### src/rtl/serial_word_collector_pkg.sv
// Shared definitions for the serial word collector: default word length,
// bit-counter width and the two-state frame FSM encoding.
package serial_word_collector_pkg;

   localparam int DEFAULT_WIDTH = 5;
   localparam int COUNT_W       = 3;

   typedef enum logic {
      IDLE    = 1'b0,
      COLLECT = 1'b1
   } state_t;

endpackage

### src/rtl/serial_word_collector_if.sv
// Word handshake between the collector (master) and its consumer (slave).
interface serial_word_collector_if
   import serial_word_collector_pkg::*;
   #(parameter int WIDTH = DEFAULT_WIDTH)
   ();

   logic [WIDTH-1:0] word;
   logic             valid;
   logic             ready;

   modport master (output word, output valid, input ready);
   modport slave  (input word, input valid, output ready);

endinterface

### src/rtl/serial_word_collector_counter.sv
// Modulo-WIDTH bit counter; wrap flags the sample that completes a word.
module modulo_bit_counter
   import serial_word_collector_pkg::*;
   #(parameter int WIDTH = DEFAULT_WIDTH)
   (
   input  logic               clock,
   input  logic               clear,
   input  logic               restart,
   input  logic               enable,
   output logic [COUNT_W-1:0] count,
   output logic               wrap
   );

   localparam logic [COUNT_W-1:0] LAST = COUNT_W'(WIDTH - 1);

   assign wrap = enable && (count == LAST);

   always_ff @(posedge clock) begin
      if (clear) begin
         count <= '0;
      end else if (restart || wrap) begin
         count <= '0;
      end else if (enable) begin
         count <= count + COUNT_W'(1);
      end
   end

endmodule

### src/rtl/serial_word_collector.sv
// Reassembles LSB-first serial words from the upstream shift register and
// offers them on a valid/ready handshake with a sticky overrun flag.
module serial_word_collector
   import serial_word_collector_pkg::*;
   #(parameter int WIDTH = DEFAULT_WIDTH)
   (
   input  logic                      clock,
   input  logic                      clear,
   input  logic                      serial_in,
   input  logic                      start,
   input  logic                      enable,
   input  logic                      continuous,
   serial_word_collector_if.master   bus,
   output logic                      overrun,
   output logic                      busy,
   output logic [COUNT_W-1:0]        bit_count
   );

   state_t           state;
   state_t           state_next;
   logic [WIDTH-1:0] sr;
   logic [WIDTH-1:0] new_word;
   logic             sample;
   logic             wrap;
   logic             complete;

   assign sample   = (state == COLLECT) && enable;
   assign new_word = {serial_in, sr[WIDTH-1:1]};
   // A start on the completing edge discards the frame instead of finishing it.
   assign complete = wrap && !start;
   assign busy     = (state == COLLECT);

   modulo_bit_counter #(.WIDTH(WIDTH)) counter_inst (
      .clock   (clock),
      .clear   (clear),
      .restart (start),
      .enable  (sample),
      .count   (bit_count),
      .wrap    (wrap)
   );

   always_comb begin
      state_next = state;
      if (start) begin
         state_next = COLLECT;
      end else if (complete) begin
         state_next = continuous ? COLLECT : IDLE;
      end
   end

   always_ff @(posedge clock) begin
      if (clear) begin
         state <= IDLE;
      end else begin
         state <= state_next;
      end
   end

   always_ff @(posedge clock) begin
      if (clear) begin
         sr        <= '0;
         bus.word  <= '0;
         bus.valid <= 1'b0;
         overrun   <= 1'b0;
      end else begin
         if (start) begin
            sr <= '0;
         end else if (sample) begin
            sr <= new_word;
         end

         // An unconsumed word is never overwritten; the new one is dropped.
         if (complete) begin
            if (!bus.valid || bus.ready) begin
               bus.word  <= new_word;
               bus.valid <= 1'b1;
            end else begin
               overrun <= 1'b1;
            end
         end else if (bus.valid && bus.ready) begin
            bus.valid <= 1'b0;
         end
      end
   end

endmodule
### src/flat_wrapper.sv
// flat-port wrapper written by rule: the top's interface ports become plain ports
module serial_word_collector_flat import serial_word_collector_pkg::*;
#(parameter int WIDTH = DEFAULT_WIDTH)
  (clock, clear, serial_in, start, enable, continuous, overrun, busy, bit_count, bus_word, bus_valid, bus_ready);
  serial_word_collector_if #(.WIDTH(WIDTH)) bus_i ();
  input  logic clock;
  input  logic clear;
  input  logic serial_in;
  input  logic start;
  input  logic enable;
  input  logic continuous;
  output logic overrun;
  output logic busy;
  output logic [COUNT_W-1:0] bit_count;
  output wire logic [$bits(bus_i.word)-1:0] bus_word;
  output wire logic [$bits(bus_i.valid)-1:0] bus_valid;
  input wire logic [$bits(bus_i.ready)-1:0] bus_ready;
  assign bus_word = bus_i.word;
  assign bus_valid = bus_i.valid;
  assign bus_i.ready = bus_ready;
  serial_word_collector #(.WIDTH(WIDTH)) u_core (.clock(clock), .clear(clear), .serial_in(serial_in), .start(start), .enable(enable), .continuous(continuous), .bus(bus_i), .overrun(overrun), .busy(busy), .bit_count(bit_count));
endmodule
### config.mk
export PLATFORM = sky130hd
export DESIGN_NAME = serial_word_collector_flat
export DESIGN_NICKNAME = d
export VERILOG_FILES = /design/src/rtl/serial_word_collector_pkg.sv /design/src/rtl/serial_word_collector_if.sv /design/src/rtl/serial_word_collector_counter.sv /design/src/rtl/serial_word_collector.sv /design/src/flat_wrapper.sv
export SDC_FILE = /design/constraint.sdc
export NUM_CORES = 1
export LEC_CHECK = 0
export ABC_CLOCK_PERIOD_IN_PS = 1400
export CORE_MARGIN = 1
export CORE_UTILIZATION = 35
export CTS_BUF_LIST = sky130_fd_sc_hd__clkbuf_16
export CTS_CLUSTER_SIZE = 8
export DETAILED_ROUTE_END_ITERATION = 16
export GPL_TIMING_DRIVEN = 0
export PLACE_DENSITY = 0.64
export SETUP_SLACK_MARGIN = 0.05
export SLEW_MARGIN = 20
export SYNTH_ARGS = -nofsm -noshare
export SYNTH_HDL_FRONTEND = slang
export SYNTH_SLANG_ARGS = --single-unit
### constraint.sdc
create_clock -name clock -period 1.4 [get_ports clock]
set_input_delay 0.28 -clock clock [delete_from_list [all_inputs] [get_ports clock]]
set_output_delay 0.28 -clock clock [all_outputs]
set_load 0.01 [all_outputs]
# Word-level counts from Yosys, hierarchy flattened
# Cells that the tools add are included.
# word_totals
reg_bits,16
in_bits,7
out_inout_bits,11
wordCells,31
# classes
n_mux,6
n_bitwise,1
n_eq_ne,2
reduce_logical,15
n_addsub,1
# op_table
op,n
$mux W1,6
$reduce_and A2 Y1,3
$logic_and A1 B1 Y1,4
$reduce_bool A2 Y1,2
$reduce_or A2 Y1,2
$add A3 B1 Y3 const B,1
$eq A3 B3 Y1 const B,1
$logic_not A1 Y1,2
$logic_or A1 B1 Y1,2
$ne A2 B2 Y1 const B,1
$not A1 Y1,1

# Longest topological paths before layout
# Gate-level depths: netlist of run 1.
# logic_depth
depth_word,5
mapped_depth,5
ltp_nobuf,5

# Hierarchy
# Synthesis of run 1 repeated with hierarchy kept, for this count alone.
# hier_totals
cells_unflattened,65
area_unflattened_um2,645.6
# by_module_without_submodules
mod,seq_area_each_um2,cells_per_inst,n_inst,area_each_um2
serial_word_collector,240.2,48,1,475.5
modulo_bit_counter,60.1,17,1,170.2

# Worst setup path before layout of run 1
# No wires, ideal clock.
# synth_timing
path_kind,register to register
start,reg u_core.counter_inst.count[0]
end,reg u_core.bus.word[0]
path_buffers,0
path_slack_ns,-0.023
arrival_time_ns,1.352
period_less_slack_ns,1.423
required_time_ns,1.328
path_stages_with_launch,6
setup_time_ns,0.072
cell_sequence,dfxtp_1 > inv_1 > ha_1 > nand2_2 > nor4_4 > mux2i_1
# synth_between
elab_chain_cells,4
# synth_rtl
item,line,rtl
from (decl),serial_word_collector_counter.sv:10,"output logic [COUNT_W-1:0] count,"
from (signal assigned),serial_word_collector_counter.sv:24,count <= count + COUNT_W'(1);
$eq A3 B3 Y1,serial_word_collector_counter.sv:16,assign wrap = enable && (count == LAST);
$logic_and A1 B1 Y1,serial_word_collector_counter.sv:16,
$logic_and A1 B1 Y1,serial_word_collector.sv:30,assign complete = wrap && !start;
$reduce_and A2 Y1 (no source line),n/a,
to (signal assigned),serial_word_collector.sv:75,bus.word <= new_word;
to (decl),serial_word_collector_if.sv:11,"modport master (output word, output valid, input ready);"
# Every way passes these cells.
# A chain may end at the register's enable or synchronous reset.

# Final worst setup path of run 1
# layout_timing
start,in start
end,reg u_core.bus.word[3]
# layout_between
elab_chain_cells,3
# layout_rtl
item,line,rtl
from (decl),flat_wrapper.sv:9,input logic start;
$logic_not A1 Y1,serial_word_collector.sv:30,
$logic_and A1 B1 Y1,serial_word_collector.sv:30,
$reduce_and A2 Y1 (no source line),n/a,
# Every way passes these cells.

==> key figures, run 1 <==
Run status
  • Status: complete, no violations

Clocking
  • Root buf cell: clkbuf_16
  • H-Tree Depth: 1
  • Clk Latency, worst-skew pair: 240 ps
  • CTS buffer count: 3
  • Clock Path Buffers: 2
  • Hold buffer count at cts: 0
  • CTS tree: yes
  • TritonCTS Sinks: 15
  • Clk slew on worst S/H paths: 50 ps

Critical path
  • Crit Path Class: in2reg
  • Critical Path RT: 1580 ps
  • Worst-path cell chain: clkdlybuf4s50_1 -> nor4_4 -> buf_6 -> mux2i_1
  • CP peak stage delay: 480 ps
  • Critical Path End Type: flop
  • Slowest stage cell on the critical path: clkdlybuf4s50_1
  • Largest fanout on the critical path: 5
  • R2R depth: 4
  • Critical Path AT: 1390 ps
  • Startpoint types: primary input

Place
  • Port Buffers: 17
  • DP Worst Slack: -382 ps
  • Dpl cell area: 868 um2
  • GP Congestion: 0.676
  • Inst Count DP: 115

Timing
  • Final Max Tran Viols: 0
  • Slew HR: 75.3%
  • Fmax achieved: 0.825 GHz
  • Clk_skew: 4.62 ps
  • Slew at the pin closest to its max-slew limit: 370 ps
  • Setup slack after layout: 188 ps
  • # setup viols final: 0
  • Min Tclk post-route: 1210 ps
  • Final hold vios: 0
  • Final period util: 86.6%
  • Unrepaired setup endpoints after global routing: no

Synthesis
  • Mapped Nets: 82
  • Syn avg cell area: 8.93 um2
  • Cell Area, Synth: 652 um2
  • Sequential cell area fraction in the yosys report: 46.1%
  • Library cells used by synthesis: 20
  • Yosys warns: 0
  • Mapped Cells: 73
  • Flops & latches, synth: 15

Finish
  • Most frequent cells in the layout: dfxtp_1, dlygate4sd2_1, nand2b_1, nand2_1, a21oi_1
  • # diodes: 0
  • Synthesis-to-finish area growth: 45.5%
  • Nets: 104
  • Most common cell after layout, fill and taps aside: dfxtp_1
  • Cell Count, Final, Fillers Out: 119
  • Fin area: 948 um2
  • Layout cells sized above 1: 14.9%

Detailed routing
  • Via count: 547
  • DRC violations left: 0
  • WL final: 1230 um
  • DR iter-0 viols: 17
  • Wire length per cell: 10.4 um
  • Pre-antenna DRT Iters: 4
  • Average vias per placed instance: 4.60
  • Antenna-violating nets left: 0

Floorplanning
  • Starting Density: 37.8%
  • Die area: 0.00204 mm2
  • CORE AREA: 0.00173 mm2
  • Core Rows: 15
  • Num ports: 18
  • DIE WIDTH: 45.2 um
  • Die span in y: 45.2 um

Pwr
  • Static leakage: 0.376 nW
  • Worst VDD drop: 0.00102 V
  • Power Density: 1100 mW/mm2

Worst hold path
  • Hold Crit Class: reg2reg
  • Worst hold path depth: 2

Global routing
  • Overall routing resource usage: 14.3%
  • Overflow after GRT: 0
  • Vias in the first global route: 454
  • Initial antenna violation count: 0
  • Largest net degree at the start of global routing: 11
  • First-pass GRT wire length: 2010 um

Flow run
  • Max-Cap Viols: 0
[final timing paths]
check,from,endpoint,slack (ps)
max,start,u_core.bus.word[3],190
min,u_core.sr[1],u_core.sr[1],460
max reg2reg,u_core.busy,u_core.bus.word[3],200
min reg2reg,u_core.sr[1],u_core.sr[1],460
[what timing repair did]
| item | 4_1_cts | 5_1_grt |
|---|---|---|
| resized for setup | 15 | 0 |
| setup endpoints to repair | 16 | 1 |
| setup buffers | 1 | 0 |
| pin swaps | 1 | 0 |
[area by class of cell]
cell class	instances	area (um2)
timing repair buffer	18	166
multi-input combinational	53	353
clock inverter	1	5.00
inverter	2	7.51
sequential	15	303
tap	25	31.3
clock buffer	3	75.1
buffer	2	7.51
fill	166	778
[kinds of logic (layout without fill, tap and decap cells)]
kind of cell / after synthesis / after routing / synth area share [%]
compound gates: 11 / 11 / 8.64
fa+ha+maj: 2 / 2 / 3.84
buf+inv: 5 / 26 / 2.88
simple gates: 35 / 35 / 30.9
flops: 15 / 15 / 46.1
mux: 5 / 5 / 7.68
[cell usage after synthesis, drive strengths merged]
cell    instances  area [um2]
nand2          12        47.6
inv             2        7.51
and2            1        6.26
clkbuf          3        11.3
nand3b          1        7.51
nand3           2        10.0
and3b           1        10.0
a31oi           1        6.26
nand2b         10        62.6
or2             1        6.26
ha              2        25.0
mux2i           5        50.1
dfxtp          15         300
a21oi           9        45.0
o21ai           1        5.00
nor4            1        21.3
nor2b           1        6.26
nor2            4        15.0
nand4b          1        8.76
[metrics by stage]
stage	TNS, ps	hold WS, ps	utilization, %	total power, mW
3_5_place_dp	-3170	451	50.3	0.505
4_1_cts	0	456	55.1	1.05
3_3_place_gp	-2960	447	50.3	0.504
2_1_floorplan	0	397	-	0.471
5_1_grt	0	482	54.9	1.07
6_report	0	455	54.9	1.04
[where the power goes]
group          switching, mW  internal, mW  leakage (nW)
Combinational         0.0289        0.0299         0.213
Clock                  0.165         0.380        0.0409
Sequential           0.00403         0.432         0.122
[routing by layer]
| metal | GRT usage, % | up-vias | part of all wire [%] |
|---|---|---|---|
| li1 | - | 284 | - |
| met1 | 19.0 | 244 | 49 |
| met2 | 19.7 | 17 | 43 |
| met3 | 7.20 | 2 | 6.8 |
| met4 | 5.45 | 0 | 0.89 |
| met5 | 0 | - | 0 |
[critical path: cells and delay by family]
family | cells | cell delay [ps]
AND/OR/NAND/NOR | 1 | 280
multiplexers | 1 | 170
buffers and inverters | 2 | 640
[registers in the layout, summed over array words and instances, names as in the netlist]
name                       flops
u_core.counter_inst.count      3
u_core.overrun                 1
u_core.busy                    1
u_core.bus.word                5
u_core.sr                      4
u_core.bus.valid               1
No activity file was read; power rests on OpenSTA's default activity.
==> run 2: changes to the inputs <==
Settings changed: CTS_CLUSTER_SIZE 8 to 12.
==> results of run 2 <==
The final DEF is identical to that of run 1; final timing and power are the same.
